[src/rtl/piso_tx.sv]
// Parallel-in/serial-out transmitter with an optional trailing even-parity bit.
// Latency: first bit valid the cycle after load accept; done pulses one cycle after the final beat.
// Backpressure: tx_ready low freezes the shift register, count and tx_bit; load_ready is low while a frame is active.
//
// Ports:
//   clk        - single clock, all state updates on posedge
//   reset      - asynchronous active-low reset (0 = reset)
//   load_valid - data_in offered for transmission
//   data_in    - WIDTH-bit word, sampled only when load is accepted
//   load_ready - high in IDLE; a word is accepted on load_valid & load_ready
//   tx_ready   - downstream accepts tx_bit this cycle
//   tx_valid   - tx_bit is valid (SHIFT or PARITY)
//   tx_bit     - current serial bit
//   tx_last    - tx_bit is the final bit of the frame
//   done       - one-cycle pulse in the first IDLE cycle after the final beat
module piso_tx #(
  parameter int WIDTH     = 8,
  parameter bit LSB_FIRST = 1'b1,
  parameter bit PARITY_EN = 1'b1
) (
  input  logic             clk,
  input  logic             reset,
  input  logic             load_valid,
  input  logic [WIDTH-1:0] data_in,
  output logic             load_ready,
  input  logic             tx_ready,
  output logic             tx_valid,
  output logic             tx_bit,
  output logic             tx_last,
  output logic             done
);

  localparam int CW = $clog2(WIDTH);
  localparam logic [CW-1:0] LAST_CNT = CW'(WIDTH - 1);

  typedef enum logic [1:0] {
    IDLE   = 2'd0,
    SHIFT  = 2'd1,
    PARITY = 2'd2
  } state_t;

  state_t           state;
  logic [WIDTH-1:0] shreg;
  logic [CW-1:0]    count;
  logic             par_bit;
  logic             out_end;
  logic             last_data_beat;

  // Bit sitting at the output end of the shift register.
  assign out_end        = LSB_FIRST ? shreg[0] : shreg[WIDTH-1];
  assign last_data_beat = (count == LAST_CNT);

  always_ff @(posedge clk or negedge reset) begin
    if (!reset) begin
      state   <= IDLE;
      shreg   <= '0;
      count   <= '0;
      par_bit <= 1'b0;
      done    <= 1'b0;
    end else begin
      done <= 1'b0;
      case (state)
        IDLE: begin
          if (load_valid) begin
            shreg   <= data_in;
            par_bit <= ^data_in;
            count   <= '0;
            state   <= SHIFT;
          end
        end

        SHIFT: begin
          if (tx_ready) begin
            // Move the next bit toward the output end, zero-filling behind it.
            if (LSB_FIRST) begin
              shreg <= shreg >> 1;
            end else begin
              shreg <= shreg << 1;
            end
            if (last_data_beat) begin
              // Count parks at WIDTH-1 rather than wrapping.
              if (PARITY_EN) begin
                state <= PARITY;
              end else begin
                state <= IDLE;
                done  <= 1'b1;
              end
            end else begin
              count <= count + 1'b1;
            end
          end
        end

        PARITY: begin
          if (tx_ready) begin
            state <= IDLE;
            done  <= 1'b1;
          end
        end

        default: begin
          state <= IDLE;
        end
      endcase
    end
  end

  // Serial outputs are decoded straight from registered state, so they
  // change only on clock edges or on asynchronous reset.
  always_comb begin
    load_ready = (state == IDLE);
    tx_valid   = (state == SHIFT) || (state == PARITY);
    tx_bit     = 1'b0;
    tx_last    = 1'b0;
    case (state)
      SHIFT: begin
        tx_bit  = out_end;
        tx_last = !PARITY_EN && last_data_beat;
      end
      PARITY: begin
        tx_bit  = par_bit;
        tx_last = 1'b1;
      end
      default: begin
        tx_bit  = 1'b0;
        tx_last = 1'b0;
      end
    endcase
  end

endmodule
[config.mk]
export PLATFORM = sky130hd
export DESIGN_NAME = piso_tx
export DESIGN_NICKNAME = d
export VERILOG_FILES = /design/src/rtl/piso_tx.sv
export SDC_FILE = /design/constraint.sdc
export NUM_CORES = 1
export LEC_CHECK = 0
export BUFFER_PORTS_ARGS = -buffer_cell sky130_fd_sc_hd__buf_2
export CAP_MARGIN = 20
export CELL_PAD_IN_SITES_DETAIL_PLACEMENT = 1
export CELL_PAD_IN_SITES_GLOBAL_PLACEMENT = 1
export CORE_MARGIN = 2
export CORE_UTILIZATION = 37
export DETAILED_ROUTE_END_ITERATION = 6
export GPL_ROUTABILITY_DRIVEN = 0
export PLACE_DENSITY = 0.78
export SLEW_MARGIN = 20
export SYNTH_ARGS = -nofsm -noshare
export SYNTH_HDL_FRONTEND = slang
export SYNTH_SLANG_ARGS = --single-unit
[constraint.sdc]
create_clock -name clk -period 1.4 [get_ports clk]
set_clock_uncertainty 0.1 [all_clocks]
set_input_delay 0.35 -clock clk [delete_from_list [all_inputs] [get_ports clk]]
set_output_delay 0.35 -clock clk [all_outputs]
set_load 0.02 [all_outputs]
# Word level (Yosys, flattened, before mapping)
# Index checks and enable logic that the tools add are counted.
# W data, S select, Z words.
[word_totals]
output_inout_bits = 5
romBits = 0
in_bits = 12
memories = 0
latch_bits = 0
wordCells = 38
ff_bits = 15
ramBits = 0
[classes]
reduce_logical = 8
n_addsub = 1
multipliers = 0
div_mod_pow = 0
n_shift = 0
n_eq_ne = 8
bitwise = 0
n_lt_le_gt_ge = 0
mux = 16
[op_table]
columns = ["cell", "n"]
rows = [
  ["$mux W8", 2],
  ["$pmux W8 S2", 1],
  ["$ne A2 B2 Y1 const B", 5],
  ["$mux W3", 3],
  ["$mux W2", 4],
  ["$reduce_and A4 Y1", 2],
  ["$reduce_xor A8 Y1", 1],
  ["$pmux W2 S3", 1],
  ["$pmux W3 S2", 1],
  ["$add A3 B1 Y3 const B", 1],
  ["$eq A3 B3 Y1 const B", 1],
  ["$mux W1", 3],
  ["$reduce_and A3 Y1", 1],
  ["$eq A2 B1 Y1 const B", 1],
  ["$eq A2 B2 Y1 const B", 1],
  ["$logic_not A2 Y1", 1],
  ["$pmux W1 S2", 1],
  ["$reduce_and A2 Y1", 1],
  ["$reduce_bool A2 Y1", 1],
  ["$logic_or A1 B1 Y1", 1],
]

# Longest topological paths before layout
[logic_depth]
word_depth = 4
depth_mapped = 7
depth_no_buf = 6

# Least setup slack after synthesis
# Ideal clock, no wire load.
[synth_timing]
path_type = "reg-to-output"
from = "reg state[1]"
to = "out tx_bit"
path_stages_with_launch = 6
path_buffers = 1
t_arrival_ns = 1.303
setup_slack_ns = -0.353
t_required_ns = 0.950
path_cell_list = "dfrtp_1 -> inv_1 -> ha_1 -> buf_2 -> a22oi_1 -> nor2b_1"
[synth_via]
elab_chain_cells = 2
word_cells_on_any_way = 3
classes_between = "eq/ne (2); mux (1)"
[synth_lines]
columns = ["item", "line_no", "rtl"]
rows = [
  ["from (decl)", "42", "state_t state;"],
  ["from (signal assigned)", "55", "state <= IDLE;"],
  ["from (signal assigned)", "68", "state <= SHIFT;"],
  ["from (signal assigned)", "83", "state <= PARITY;"],
  ["$eq A2 B2 Y1 / $eq A2 B1 Y1 (equally long branches)", "115", "case (state)"],
  ["$pmux W1 S2 *", "115", ""],
  ["to (decl)", "28", "output logic tx_bit,"],
]
# Every way passes the cells marked *; elsewhere a longest branch is shown, timed or not.

# Worst setup path after layout
# Same ends and word-level chain as after synthesis.

==> results.md <==
- Data on the critical path arrives at its endpoint at 1.37 ns.
- The startpoint type of the worst setup path is a flip-flop.
- The setup slack after layout is -0.4234 ns.
- In this run the count of I/O pins placed on the die edge is 17.
- At the worst endpoint, the required time is 0.95 ns.
- The area fraction of the dominant cell type after synthesis is 0.4399.
- Summing every instance area after synthesis gives 853.3 sq um.
- The number of synthesized flops with an enable pin is 0.
- TritonCTS built the clock tree.
- The cell at the root of the clock tree is clkbuf_4.
- Of all nets on the critical path, the largest fanout is 6.
- A synthesized cell averages 10.67 sq um.
- Measured against the total synthesized area, the mux share comes to 0.1070.
- Ranked by instance count, the synthesized netlist is headed by dfrtp_1, mux2i_1, nor2_1.
- The areal power density over the cells is 2683 mW/mm^2.
- The biggest area contributor in the post-synthesis netlist is dfrtp_1.
- Setup violations remaining at the end of the flow were counted as 17.
- The detail route stage leaves a number of antenna-violating nets equal to 0.
- The number of cells produced by synthesis is 80.
- The most instantiated library cell after synthesis is dfrtp_1.
- The number of global-route vias before repair was 869.
- The total congestion overflow is 0.
- After clock tree synthesis, the clock-pin slew on the worst setup and hold paths is 0.10 ns.
- The startpoint identified for the worst register-to-register timing path is state[1].
- The global-route usage over all layers is 0.2348.
- The adder and majority cell fraction of the synthesized area is 0.1026.
- The depth of the CTS H-tree is 1.
- For the pin with the worst max-slew slack, the measured transition is 0.3653 ns.
- The via density per instance is 5.067.
- The main combinational cell family by area after synthesis is compound AO/OA/AOI/OAI gates.
- The area growth from synthesis to layout is 67.16%.
- The achievable frequency is 548.4 MHz.
- The reg-to-reg setup timing slack is -0.35 ns.
- The synthesized netlist contains 25 unique library cells.
- The standard cell core area is 0.002191 sq mm.
- The part of the cycle the worst path needs is 1.302.
- The final critical path time including I/O delays and setup is 1.823 ns.
- The synthesized flop and latch total is 15.
- The worst hold-check slack is 0.2416 ns.
- The starting density of the core is 0.3895.
- The number of clock buffers added by TritonCTS is 3.
- The final reports fail on setup timing.
- Row generation in the floorplan step produced 17 rows.
- The total count of max-transition violations in the final report was 0.
- The repair_antennas step left the layout with diodes totalling 0.
- The maximum number of pins on one net before global-route repair is 16.
- In this run the most critical hold path is launched from data_in[7].
- Of the total synthesized cell area, the portion taken by AND, OR, NAND and NOR gates is 0.1100.
- The initial antenna violation count was 0.
- The horizontal extent of the die is 52.03 um.
- The floorplan step defined a die boundary enclosing 0.002707 sq mm.
- The share of synthesized area occupied by flip-flops and latches is 0.4399.
- The first-pass GRT wire length is 4.374 mm.
- The run finished, with violations left.
- For this run, the detailed router's first-pass iteration total came to 4.
- Of the total synthesized cell area, the portion taken by XOR and XNOR cells is 0.07185.
- The buffer levels on the longest clock path is 2.
- The maximum ir drop on the vdd rail is 1.533 mV.
- In this run the static leakage power is 0.6322 nW.
- The post-synthesis net count is 99.
- The worst setup path is captured at a primary output.
- By area the synthesized netlist is led by dfrtp_1, ha_1, mux2i_1.
- The number of design-rule violations left by the first detailed-router iteration is 5.
- The final hold violation count came to 0.
- After the flow finishes, the layout carries non-filler instances totaling 150.
- The launch point of the critical path is state[1].
- In this run the tool buffered the top-level ports with 16 buffer cells.
- For this block, the via count after detailed routing is 760.
- The floorplan step set the die height to 52.03 um.
- The filler cell count in the final layout is 225.
- At the later pin of the worst-skew pair, clock insertion delay measures 0.30 ns.
- Dividing the detail-routed wire length by the instance count gives 19.21 um.
- After synthesis, the share of flip-flops with an asynchronous set or reset is 1.000.
- The final wirelength is 2.882 mm.
- Setup repair after global routing could not meet its margin everywhere.
- The placed wire-length estimate after detailed placement is 1.461 mm.
- The leading register cell type out of synthesis is dfrtp_1.
- The Yosys step of the flow raised 0 warnings.
- The remaining routing DRC violations is 0.
- The tool flagged a number of max-cap violations equal to 0.
- The area fraction in compound gates after synthesis is 0.1320.
- The critical path in this run is classified as reg2out.
- The worst pin sits at a relative slew slack of 0.7565.
- After the last flow step, the layout net total stands at 142.
- The fraction of layout cells with a size suffix above 1 is 0.6475.
- The sink count of the clock tree is 15.
- The number of placed instances, taps included, is 129.
- The type of the most critical hold path is in2reg.
-- state kept, by name, summed over array words and instances, names as in the netlist --
register  flops
done          1
state         2
par_bit       1
count         3
shreg         8
-- final cells by class --
class	instances	area, sq um	share of cell area
clock buffer	3	22.52	0.01579
clock inverter	1	5.005	0.003509
inverter	4	20.02	0.01404
multi-input combinational	59	603.1	0.4228
sequential	15	377.9	0.2649
tap	28	35.03	0.02456
timing repair buffer	40	362.8	0.2544
-- power breakdown --
part	internal [W]	switching [W]	total, W
Combinational	0.00155	0.00119	0.00274
Sequential	0.000638	0.000177	0.000815
Clock	0.000107	0.000164	0.000271
Total	0.00229	0.00153	0.00383
-- per-layer routing --
metal,vias to the layer above,GRT usage,part of all wire
met5,-,0,0
met4,0,0.08772,0.031
met3,8,0.02586,0.023
met2,16,0.4641,0.57
met1,374,0.2482,0.38
li1,362,-,-
-- cells by family (layout without fill, tap and decap cells) --
family / after synthesis / in the layout
compound gates: 17 / 17
xor+xnor: 7 / 7
fa+ha+maj: 7 / 7
buf+inv: 6 / 48
flops: 15 / 15
mux: 9 / 9
simple gates: 19 / 19
-- layout by cell type, fill, tap and decap left out, types with 2 or more instances in the layout --
cell type  count
buf_4         14
dfrtp_1       13
buf_2         12
buf_6         10
mux2i_1        8
a21oi_2        7
xnor2_1        7
nor2_2         5
ha_4           4
nor2b_4        3
clkbuf_4       3
inv_4          2
inv_1          2
nand2_2        2
o21ai_2        2
a22o_1         2
a31oi_1        2
nor2_1         2
ha_2           2
buf_16         2
dfrtp_2        2
-- path summary, 6_finish.rpt --
| kind | endpoint | depth (start not counted) |
|---|---|---|
| max | tx_bit | 5 |
| min | shreg[7] | 3 |
| max reg2reg | shreg[7] | 9 |
| min reg2reg | shreg[2] | 2 |
| max in group asynchronous | state[0] | 2 |
| min in group asynchronous | count[0] | 2 |
-- critical path, stage by stage (launching register included) --
cell     delay (ns)
dfrtp_2        0.44
inv_4          0.07
ha_4           0.18
a22oi_2        0.20
nor2b_4        0.06
buf_6          0.13
-- stage by stage --
stage	TNS [ns]	utilization	setup slack (ns)	power, W	area [sq um]
finish	-5.240	0.6511	-0.4234	0.003826	1426
global route	-6.186	0.6511	-0.4690	0.004035	1426
CTS	-3.813	0.6185	-0.4517	0.003549	1355
detailed placement	-2.300	0.5060	-0.2407	0.002500	1109
global placement	-1.749	0.5060	-0.2148	0.002407	1109
floorplan	-1.467	-	-0.1377	0.002049	950.9
-- timing repair --
| action | CTS | global route |
|---|---|---|
| hold buffers | 1 | 0 |
| gates cloned | 2 | 0 |
| pin swaps | 5 | 4 |
| setup endpoints to repair | 17 | 18 |
| resized for setup | 31 | 7 |
| buffers inserted | 7 | 7 |
| hold endpoints to repair | 15 | 0 |
Power figures use the tool's default switching activity.
